File: src/rtl/axis_cfg_bank_if.sv
// Stream link (tdata/tvalid/tready/tlast) shared by the config input and
// status readback ports of axis_cfg_bank.
interface axis_cfg_bank_if #(
  parameter int DATA_WIDTH = 32
) ();
  logic [DATA_WIDTH-1:0] tdata;
  logic                  tvalid;
  logic                  tready;
  logic                  tlast;

  modport master (output tdata, output tvalid, output tlast, input tready);
  modport slave  (input tdata, input tvalid, input tlast, output tready);
endinterface

File: src/rtl/axis_cfg_bank.sv
// Stream-loaded configuration bank with status readback frames.
// Optional AXIS_CFG_BANK_ERRCNT_EN prepends a {err_cnt, commit_cnt} word to every status frame.
module axis_cfg_bank #(
  parameter int DATA_WIDTH = 32,
  parameter int CFG_WORDS  = 5,
  parameter int STS_WORDS  = 1,
  parameter logic [CFG_WORDS*DATA_WIDTH-1:0] CFG_INIT = '0
) (
  input  logic                            clk,
  input  logic                            aresetn,
  axis_cfg_bank_if.slave                  s_axis,
  axis_cfg_bank_if.master                 m_axis,
  output logic [CFG_WORDS*DATA_WIDTH-1:0] cfg,
  output logic                            cfg_update,
  output logic                            frame_err,
  input  logic [STS_WORDS*DATA_WIDTH-1:0] sts
);

`ifdef AXIS_CFG_BANK_ERRCNT_EN
  localparam int FRAME_WORDS = STS_WORDS + 1;
`else
  localparam int FRAME_WORDS = STS_WORDS;
`endif
  localparam int CW = CFG_WORDS * DATA_WIDTH;
  localparam int FW = FRAME_WORDS * DATA_WIDTH;
  localparam logic [3:0] LAST_IDX   = 4'(CFG_WORDS - 1);
  localparam logic [4:0] FRAME_LAST = 5'(FRAME_WORDS - 1);
  localparam logic [0:0] ST_RECV    = 1'b0;
  localparam logic [0:0] ST_DISCARD = 1'b1;

  logic [0:0]            state_r;
  logic [3:0]            wptr_r;
  logic [CW-1:0]         shadow_r;
  logic [CW-1:0]         shadow_nx_s;
  logic [CW-1:0]         cfg_r;
  logic                  cfg_update_r;
  logic                  frame_err_r;
  logic                  accept_s;
  logic                  commit_s;
  logic                  err_s;
  logic                  trig_s;
  logic [FW-1:0]         frame_s;
  logic [FW-1:0]         snap_r;
  logic [DATA_WIDTH-1:0] mdata_r;
  logic                  mvalid_r;
  logic                  mlast_r;
  logic                  pending_r;
  logic [4:0]            idx_r;
  logic                  done_s;
  logic                  advance_s;
  logic                  load_s;

  assign s_axis.tready = aresetn;
  assign accept_s = s_axis.tvalid & aresetn;
  assign commit_s = accept_s & s_axis.tlast & (state_r == ST_RECV) & (wptr_r == LAST_IDX);
  assign err_s    = accept_s & s_axis.tlast & ~commit_s;
  assign trig_s   = commit_s | err_s;

  // Shadow image with the incoming word merged at the write pointer
  always_comb begin
    shadow_nx_s = shadow_r;
    shadow_nx_s[int'(wptr_r)*DATA_WIDTH +: DATA_WIDTH] = s_axis.tdata;
  end

  // Receive side: fill shadow, commit on a well-formed frame, drop over-long frames
  always_ff @(posedge clk or negedge aresetn) begin
    if (!aresetn) begin
      state_r      <= ST_RECV;
      wptr_r       <= 4'd0;
      shadow_r     <= CFG_INIT;
      cfg_r        <= CFG_INIT;
      cfg_update_r <= 1'b0;
      frame_err_r  <= 1'b0;
    end else begin
      cfg_update_r <= commit_s;
      frame_err_r  <= err_s;
      if (accept_s) begin
        case (state_r)
          ST_RECV: begin
            shadow_r <= shadow_nx_s;
            if (s_axis.tlast) begin
              wptr_r <= 4'd0;
              if (commit_s) begin
                cfg_r <= shadow_nx_s;
              end
            end else if (wptr_r == LAST_IDX) begin
              state_r <= ST_DISCARD;
              wptr_r  <= 4'd0;
            end else begin
              wptr_r <= wptr_r + 4'd1;
            end
          end
          ST_DISCARD: begin
            if (s_axis.tlast) begin
              state_r <= ST_RECV;
            end
            wptr_r <= 4'd0;
          end
          default: begin
            state_r <= ST_RECV;
            wptr_r  <= 4'd0;
          end
        endcase
      end
    end
  end

`ifdef AXIS_CFG_BANK_ERRCNT_EN
  logic [15:0] commit_cnt_r;
  logic [15:0] err_cnt_r;
  logic [15:0] commit_cnt_nx_s;
  logic [15:0] err_cnt_nx_s;

  // Counts include the event of the current edge so the snapshot reflects it
  assign commit_cnt_nx_s = (commit_s && (commit_cnt_r != 16'hFFFF)) ? commit_cnt_r + 16'd1 : commit_cnt_r;
  assign err_cnt_nx_s    = (err_s && (err_cnt_r != 16'hFFFF)) ? err_cnt_r + 16'd1 : err_cnt_r;

  // Saturating commit / error event counters
  always_ff @(posedge clk or negedge aresetn) begin
    if (!aresetn) begin
      commit_cnt_r <= 16'd0;
      err_cnt_r    <= 16'd0;
    end else begin
      commit_cnt_r <= commit_cnt_nx_s;
      err_cnt_r    <= err_cnt_nx_s;
    end
  end

  assign frame_s = {sts, DATA_WIDTH'({err_cnt_nx_s, commit_cnt_nx_s})};
`else
  assign frame_s = sts;
`endif

  assign done_s    = mvalid_r & m_axis.tready & mlast_r;
  assign advance_s = mvalid_r & m_axis.tready & ~mlast_r;
  // A pending frame starts back-to-back on the last handshake of the current one
  assign load_s    = (~mvalid_r | done_s) & (trig_s | pending_r);

  // Status readback: snapshot on start, then walk the snapshot word by word
  always_ff @(posedge clk or negedge aresetn) begin
    if (!aresetn) begin
      snap_r    <= '0;
      mdata_r   <= '0;
      mvalid_r  <= 1'b0;
      mlast_r   <= 1'b0;
      idx_r     <= 5'd0;
      pending_r <= 1'b0;
    end else if (load_s) begin
      snap_r    <= frame_s;
      mdata_r   <= frame_s[DATA_WIDTH-1:0];
      mvalid_r  <= 1'b1;
      mlast_r   <= (FRAME_LAST == 5'd0);
      idx_r     <= 5'd1;
      pending_r <= 1'b0;
    end else begin
      if (trig_s) begin
        pending_r <= 1'b1;
      end
      if (advance_s) begin
        mdata_r <= snap_r[int'(idx_r)*DATA_WIDTH +: DATA_WIDTH];
        mlast_r <= (idx_r == FRAME_LAST);
        idx_r   <= idx_r + 5'd1;
      end else if (done_s) begin
        mvalid_r <= 1'b0;
        mlast_r  <= 1'b0;
      end
    end
  end

  assign m_axis.tdata  = mdata_r;
  assign m_axis.tvalid = mvalid_r;
  assign m_axis.tlast  = mlast_r;
  assign cfg           = cfg_r;
  assign cfg_update    = cfg_update_r;
  assign frame_err     = frame_err_r;

endmodule
File: src/flat_wrapper.sv
// flat-port wrapper written by rule: the top's interface ports become plain ports
module axis_cfg_bank_flat 
#(
  parameter int DATA_WIDTH = 32,
  parameter int CFG_WORDS  = 5,
  parameter int STS_WORDS  = 1,
  parameter logic [CFG_WORDS*DATA_WIDTH-1:0] CFG_INIT = '0
)
  (clk, aresetn, cfg, cfg_update, frame_err, sts, s_axis_tdata, s_axis_tvalid, s_axis_tlast, s_axis_tready, m_axis_tdata, m_axis_tvalid, m_axis_tlast, m_axis_tready);
  axis_cfg_bank_if #(.DATA_WIDTH(DATA_WIDTH)) s_axis_i ();
  axis_cfg_bank_if #(.DATA_WIDTH(DATA_WIDTH)) m_axis_i ();
  input  logic clk;
  input  logic aresetn;
  output logic [CFG_WORDS*DATA_WIDTH-1:0] cfg;
  output logic cfg_update;
  output logic frame_err;
  input  logic [STS_WORDS*DATA_WIDTH-1:0] sts;
  input wire logic [$bits(s_axis_i.tdata)-1:0] s_axis_tdata;
  input wire logic [$bits(s_axis_i.tvalid)-1:0] s_axis_tvalid;
  input wire logic [$bits(s_axis_i.tlast)-1:0] s_axis_tlast;
  output wire logic [$bits(s_axis_i.tready)-1:0] s_axis_tready;
  output wire logic [$bits(m_axis_i.tdata)-1:0] m_axis_tdata;
  output wire logic [$bits(m_axis_i.tvalid)-1:0] m_axis_tvalid;
  output wire logic [$bits(m_axis_i.tlast)-1:0] m_axis_tlast;
  input wire logic [$bits(m_axis_i.tready)-1:0] m_axis_tready;
  assign s_axis_i.tdata = s_axis_tdata;
  assign s_axis_i.tvalid = s_axis_tvalid;
  assign s_axis_i.tlast = s_axis_tlast;
  assign s_axis_tready = s_axis_i.tready;
  assign m_axis_tdata = m_axis_i.tdata;
  assign m_axis_tvalid = m_axis_i.tvalid;
  assign m_axis_tlast = m_axis_i.tlast;
  assign m_axis_i.tready = m_axis_tready;
  axis_cfg_bank #(.DATA_WIDTH(DATA_WIDTH), .CFG_WORDS(CFG_WORDS), .STS_WORDS(STS_WORDS), .CFG_INIT(CFG_INIT)) u_core (.clk(clk), .aresetn(aresetn), .s_axis(s_axis_i), .m_axis(m_axis_i), .cfg(cfg), .cfg_update(cfg_update), .frame_err(frame_err), .sts(sts));
endmodule
File: config.mk
export PLATFORM = sky130hd
export DESIGN_NAME = axis_cfg_bank_flat
export DESIGN_NICKNAME = d
export VERILOG_FILES = /design/src/rtl/axis_cfg_bank_if.sv /design/src/rtl/axis_cfg_bank.sv /design/src/flat_wrapper.sv
export SDC_FILE = /design/constraint.sdc
export NUM_CORES = 1
export LEC_CHECK = 0
export BUFFER_PORTS_ARGS = -buffer_cell sky130_fd_sc_hd__buf_4
export CORE_MARGIN = 2
export CORE_UTILIZATION = 35
export CTS_CLUSTER_SIZE = 24
export DETAILED_ROUTE_END_ITERATION = 6
export GPL_ROUTABILITY_DRIVEN = 0
export GPL_TIMING_DRIVEN = 0
export PLACE_DENSITY = 0.59
export SYNTH_ARGS = -nofsm -noshare
export SYNTH_HDL_FRONTEND = slang
export SYNTH_SLANG_ARGS = --single-unit
File: constraint.sdc
create_clock -name clk -period 6.7 [get_ports clk]
set_input_delay 1.34 -clock clk [delete_from_list [all_inputs] [get_ports clk]]
set_output_delay 1.34 -clock clk [all_outputs]
set_load 0.005 [all_outputs]
Yosys cells after proc, flatten, opt, wreduce, memory -nomap -nowiden
Cells that the tools add are included.
{ "word_totals": {"register_bits": 399} }
{ "classes": {"n_addsub": 3, "n_eq_ne": 2, "n_shift": 3, "n_mux": 19, "n_bitwise": 16, "reduce_logical": 8} }
{ "op_table": {"columns": ["cell", "n"], "rows": [
  ["$bwmux 160", 1],
  ["$shift 32x33->160 const A", 1],
  ["$shiftx 32x33->160", 1],
  ["$mux 32", 2],
  ["$neg 9->33", 1],
  ["$shiftx 32x11->32", 1],
  ["$mux 1", 10],
  ["$mux 5", 2],
  ["$and 1x1->1", 9],
  ["$mux 4", 2],
  ["$pmux 4 s2", 1],
  ["$reduce_bool 2->1", 3],
  ["$add 5x1->5 const B", 1],
  ["$logic_not 5->1", 1],
  ["$add 4x1->4 const B", 1],
  ["$eq 4x3->1 const B", 1],
  ["$not 1->1", 4],
  ["$reduce_and 2->1", 2],
  ["$reduce_and 4->1", 1],
  ["$or 1x1->1", 3],
  ["$reduce_bool 3->1", 1],
  ["$ne 2x2->1 const B", 1],
  ["$pmux 1 s2", 1]
]} }

Longest topological paths before layout
{ "logic_depth": {"word_depth": 11, "ltp_mapped": 12, "ltp_nobuf": 7} }

Least setup slack after synthesis
Ideal clock, no wire load.
{ "synth_path": {"path_type": "input port to output port", "start": "input aresetn", "end": "output s_axis_tready", "t_arrival_ns": 1.451, "path_slack_ns": 3.909, "cell_stages": 1, "n_path_buf": 1, "path_cell_list": "buf_4"} }
{ "synth_lines": {"columns": ["item", "line_no", "source"], "rows": [
  ["start, declared", "flat_wrapper.sv:13", "input logic aresetn;"],
  ["end, declared", "flat_wrapper.sv:21", "output wire logic [$bits(s_axis_i.tready)-1:0] s_axis_tready;"]
]} }
No word-level cell between the ends.

Final worst setup path
{ "layout_path": {"start": "input aresetn", "end": "register u_core.cfg_r[39] (netlist: u_core.cfg[39])"} }
{ "layout_between": {"elab_chain_len": 5} }
{ "layout_lines": {"columns": ["item", "line_no", "source"], "rows": [
  ["$and 1x1->1 (*)", "axis_cfg_bank.sv:54", "assign accept_s = s_axis.tvalid & aresetn;"],
  ["$and 1x1->1 (3 in a row)", "axis_cfg_bank.sv:55", "assign commit_s = accept_s & s_axis.tlast & (state_r == ST_RECV) & (wptr_r == LAST_IDX);"],
  ["$reduce_and 4->1 (no source line) (*)", null, null],
  ["end signal, assigned", "axis_cfg_bank.sv:84", "cfg_r <= shadow_nx_s;"],
  ["end, declared", "axis_cfg_bank.sv:35", "logic [CW-1:0] cfg_r;"]
]} }
Every way passes the cells marked *; elsewhere a longest branch is shown, timed or not.
A chain may end at the register's enable or synchronous reset.

==> impl_metrics.yaml <==
run_status:
  outcome: "complete, no violations"
place:
  placedCellCount: 2380
  placed_area_um2: 19900
  io_buf_count: 265
  place_worst_setup_slack_ns: 1.80
  place_hpwl_mm: 34.7
routing:
  postRouteWirelength_mm: 49.1
  routed_via_density: 5.01
  detail_route.wl_per_cell_um: 20.0
  antenna_left: 0
  drt_pre_antenna_iters: 5
  number_of_remaining_drc_errors: 0
  drt_iter0_markers: 783
  routed-via-count: 12321
pwr:
  power_leakage_nw: 10.9
  vdd_ir_drop_max_v: 0.000196
  total_power_consumption_mw: 8.55
  power.density_nw_per_um2: 398
clock_tree:
  postCtsHoldBufs: 0
  depth_of_the_cts_h_tree: 2
  clkSlewWorstSetupHoldPaths_ns: 0.06
  worst_skew_pair.late_latency_ns: 0.59
  clock_tree_buffer_depth: 3
  numCtsBuffers: 45
  clock_tree_root_driver_cell: "clkbuf_16"
  post_cts_resized: 0
  cts_tree: "done"
  post-cts-setup-buffers: 0
  cts.sinks: 399
logic_synthesis:
  netlist_top_cells_count: "399 x dfrtp_1, 371 x nand2_1, 127 x mux2i_1"
  post-synth-top-count-cell: "dfrtp_1"
  async_flop_share_pct: 100
  synth-adder-area-share_pct: 0.367
  post_synth.cell_area_avg_um2: 11.4
  synth.largest_area_cell: "dfrtp_1"
  synth_compound_gate_area_share_pct: 7.02
  synthesis.yosys.warnings: 0
  multiplexer_fraction_of_the_synthesized_cell_area_pct: 16.7
  synthXorXnorAreaFrac_pct: 0.249
  post_synth_inst_count: 1497
  netlist_area_um2: 17100
  synth_top_family_by_area: "multiplexers"
  synth-main-ff-cell: "dfrtp_1"
  ys_seq_area_share_pct: 58.5
  syn_nets: 1571
  synth_top_cells_by_area: "dfrtp_1 59%, nand2_1 8.2%, mux2i_1 7.5%, mux2_2 6.3%, mux2_4 2.6%"
  synth_enable_flop_cells: 0
  yosys.area.top_type_share_pct: 58.5
  synth_simple_gate_area_share_pct: 13.1
  synthDistinctLibCells: 55
  synth-seq-cells: 399
worst_setup_path:
  critPathArrivalTime_ns: 4.54
  cp_data_required_time_ns: 7.11
  worst-setup-path-type: "in2reg"
  timing.critical_path.fanout_max: 102
  timing.rr.start: "u_core.wptr_r[0]"
  worstSetupEndpointType: "flop"
  worst_setup_path_startpoint: "aresetn"
  crit_path_start_kind: "input port"
floorplan:
  core.rowCount: 80
  die-height_um: 225
  floorplan.die_area_um2: 50500
  design.portCount: 266
  core_area_um2: 47900
  dieWidth_um: 225
  initial_utilization_pct: 35.6
sta:
  report.final.slew_viol_count: 0
  final_setup_tns_ns: 0
  fmax_mhz: 243
  hold_viol_final: 0
  rsz0062_at_grt: "false"
  finalSetupViolations: 0
  timing.clock.skew_ns: 0.0257
  final.period_utilization_pct: 61.5
  period_minus_slack_ns: 4.12
  layout_setup_ws_ns: 2.58
  finalHoldWorstSlack_ns: 0.467
  headroom_to_the_max_slew_limit_pct: 40.7
  worst-slew-pin-transition_ns: 0.882
cells_and_area:
  num-fill-cells: 4487
  antenna_cells_inserted: 0
  utilization_pct: 44.8
  multi_input_gate_area_in_the_final_layout_um2: 6390
  cell_area_after_layout_um2: 21500
  synthesis_to_layout_area_growth_pct: 25.9
  instances_no_fill: 2461
  register_area_um2: 9980
  layout-drive-gt1-share_pct: 29.0
  num-nets-final: 1886
global_route:
  antenna_found_initial: 1
  pin_count_of_the_biggest_net_entering_global_routing: 124
  grt_use_total_pct: 19.6
  number_of_global_route_vias_before_repair: 12369
  global_route_wire_length_before_repair_mm: 75.4
  grt_overflow: 0
hold_path:
  min_path_type: "reg2reg"
  min_from: "u_core.shadow_r[18]"
job:
  cap_viol_max_count: 0
[flip-flops by register name, indices dropped and copies added (netlist names)]
signal	cells
u_core.wptr_r	4
u_core.state_r	1
u_core.m_axis.tdata	32
u_core.idx_r	5
u_core.snap_r	32
u_core.m_axis.tvalid	1
u_core.cfg	160
u_core.cfg_update	1
u_core.m_axis.tlast	1
u_core.shadow_r	160
u_core.pending_r	1
u_core.frame_err	1
[critical path: stages]
cell and delay [ns]:
buf_8 0.55, buf_16 0.40, buf_16 0.38, nand3_1 0.16
or2_1 0.27, buf_2 0.23, buf_4 0.23, buf_2 0.24
clkbuf_1 0.33, nand2_1 0.14, o21ai_0 0.09
[power by group]
part | leakage, nW | internal (mW) | total, mW | switching, mW
sequential | 5.23 | 3.12 | 3.55 | 0.432
clock | 0.775 | 1.58 | 2.61 | 1.02
combinational | 4.88 | 1.12 | 2.40 | 1.27
[per-layer routing]
| layer | part of all wire, % | track usage, % | up-vias |
|---|---|---|---|
| met5 | 0.033 | 0 | - |
| met3 | 7.7 | 6.15 | 59 |
| met2 | 47 | 31.4 | 330 |
| met4 | 1.8 | 4.85 | 2 |
| met1 | 44 | 25.9 | 6224 |
| li1 | - | - | 5706 |
[placed cells by master, fill, tap and decap left out, types with 16 or more instances in the layout]
cell and instances:
dfrtp_1 399, nand2_1 371, buf_4 272, mux2i_1 127
mux2_2 95, o21ai_1 60, clkbuf_16 45, clkbuf_1 44
nor2_1 39, o21ai_0 39, inv_1 36, a31oi_1 36
nor2b_1 34, buf_2 32, mux2_4 30, a221o_1 20
nand4_1 16
[layout make-up]
class,instances,share of cell area (%)
timing repair buffer,268,9.69
buffer,95,2.53
inverter,37,0.647
clock inverter,18,1.24
multi-input combinational,966,29.8
tap,615,3.58
sequential,399,46.5
clock buffer,63,6.03
[path summary, 6_finish.rpt]
path                                        end  slack, ns  depth (start not counted)
worst max-delay path             u_core.cfg[39]       2.58                         11
worst min-delay path             u_core.cfg[18]       0.47                          2
worst max register to register   u_core.cfg[33]       3.53                          8
worst min register to register   u_core.cfg[18]       0.47                          2
max in group asynchronous       u_core.idx_r[0]       4.52                          3
min in group asynchronous        u_core.cfg[63]       0.80                          1
[cell families (layout without fill, tap and decap cells)]
| group | Yosys count | count (layout) |
|---|---|---|
| AO/OA/AOI/OAI | 186 | 186 |
| flip-flops | 399 | 399 |
| AND/OR/NAND/NOR | 514 | 514 |
| buffers and inverters | 132 | 481 |
| XOR/XNOR | 4 | 4 |
| multiplexers | 257 | 257 |
| adder cells (fa/ha/maj) | 5 | 5 |
(Power assumes the default switching activity.)
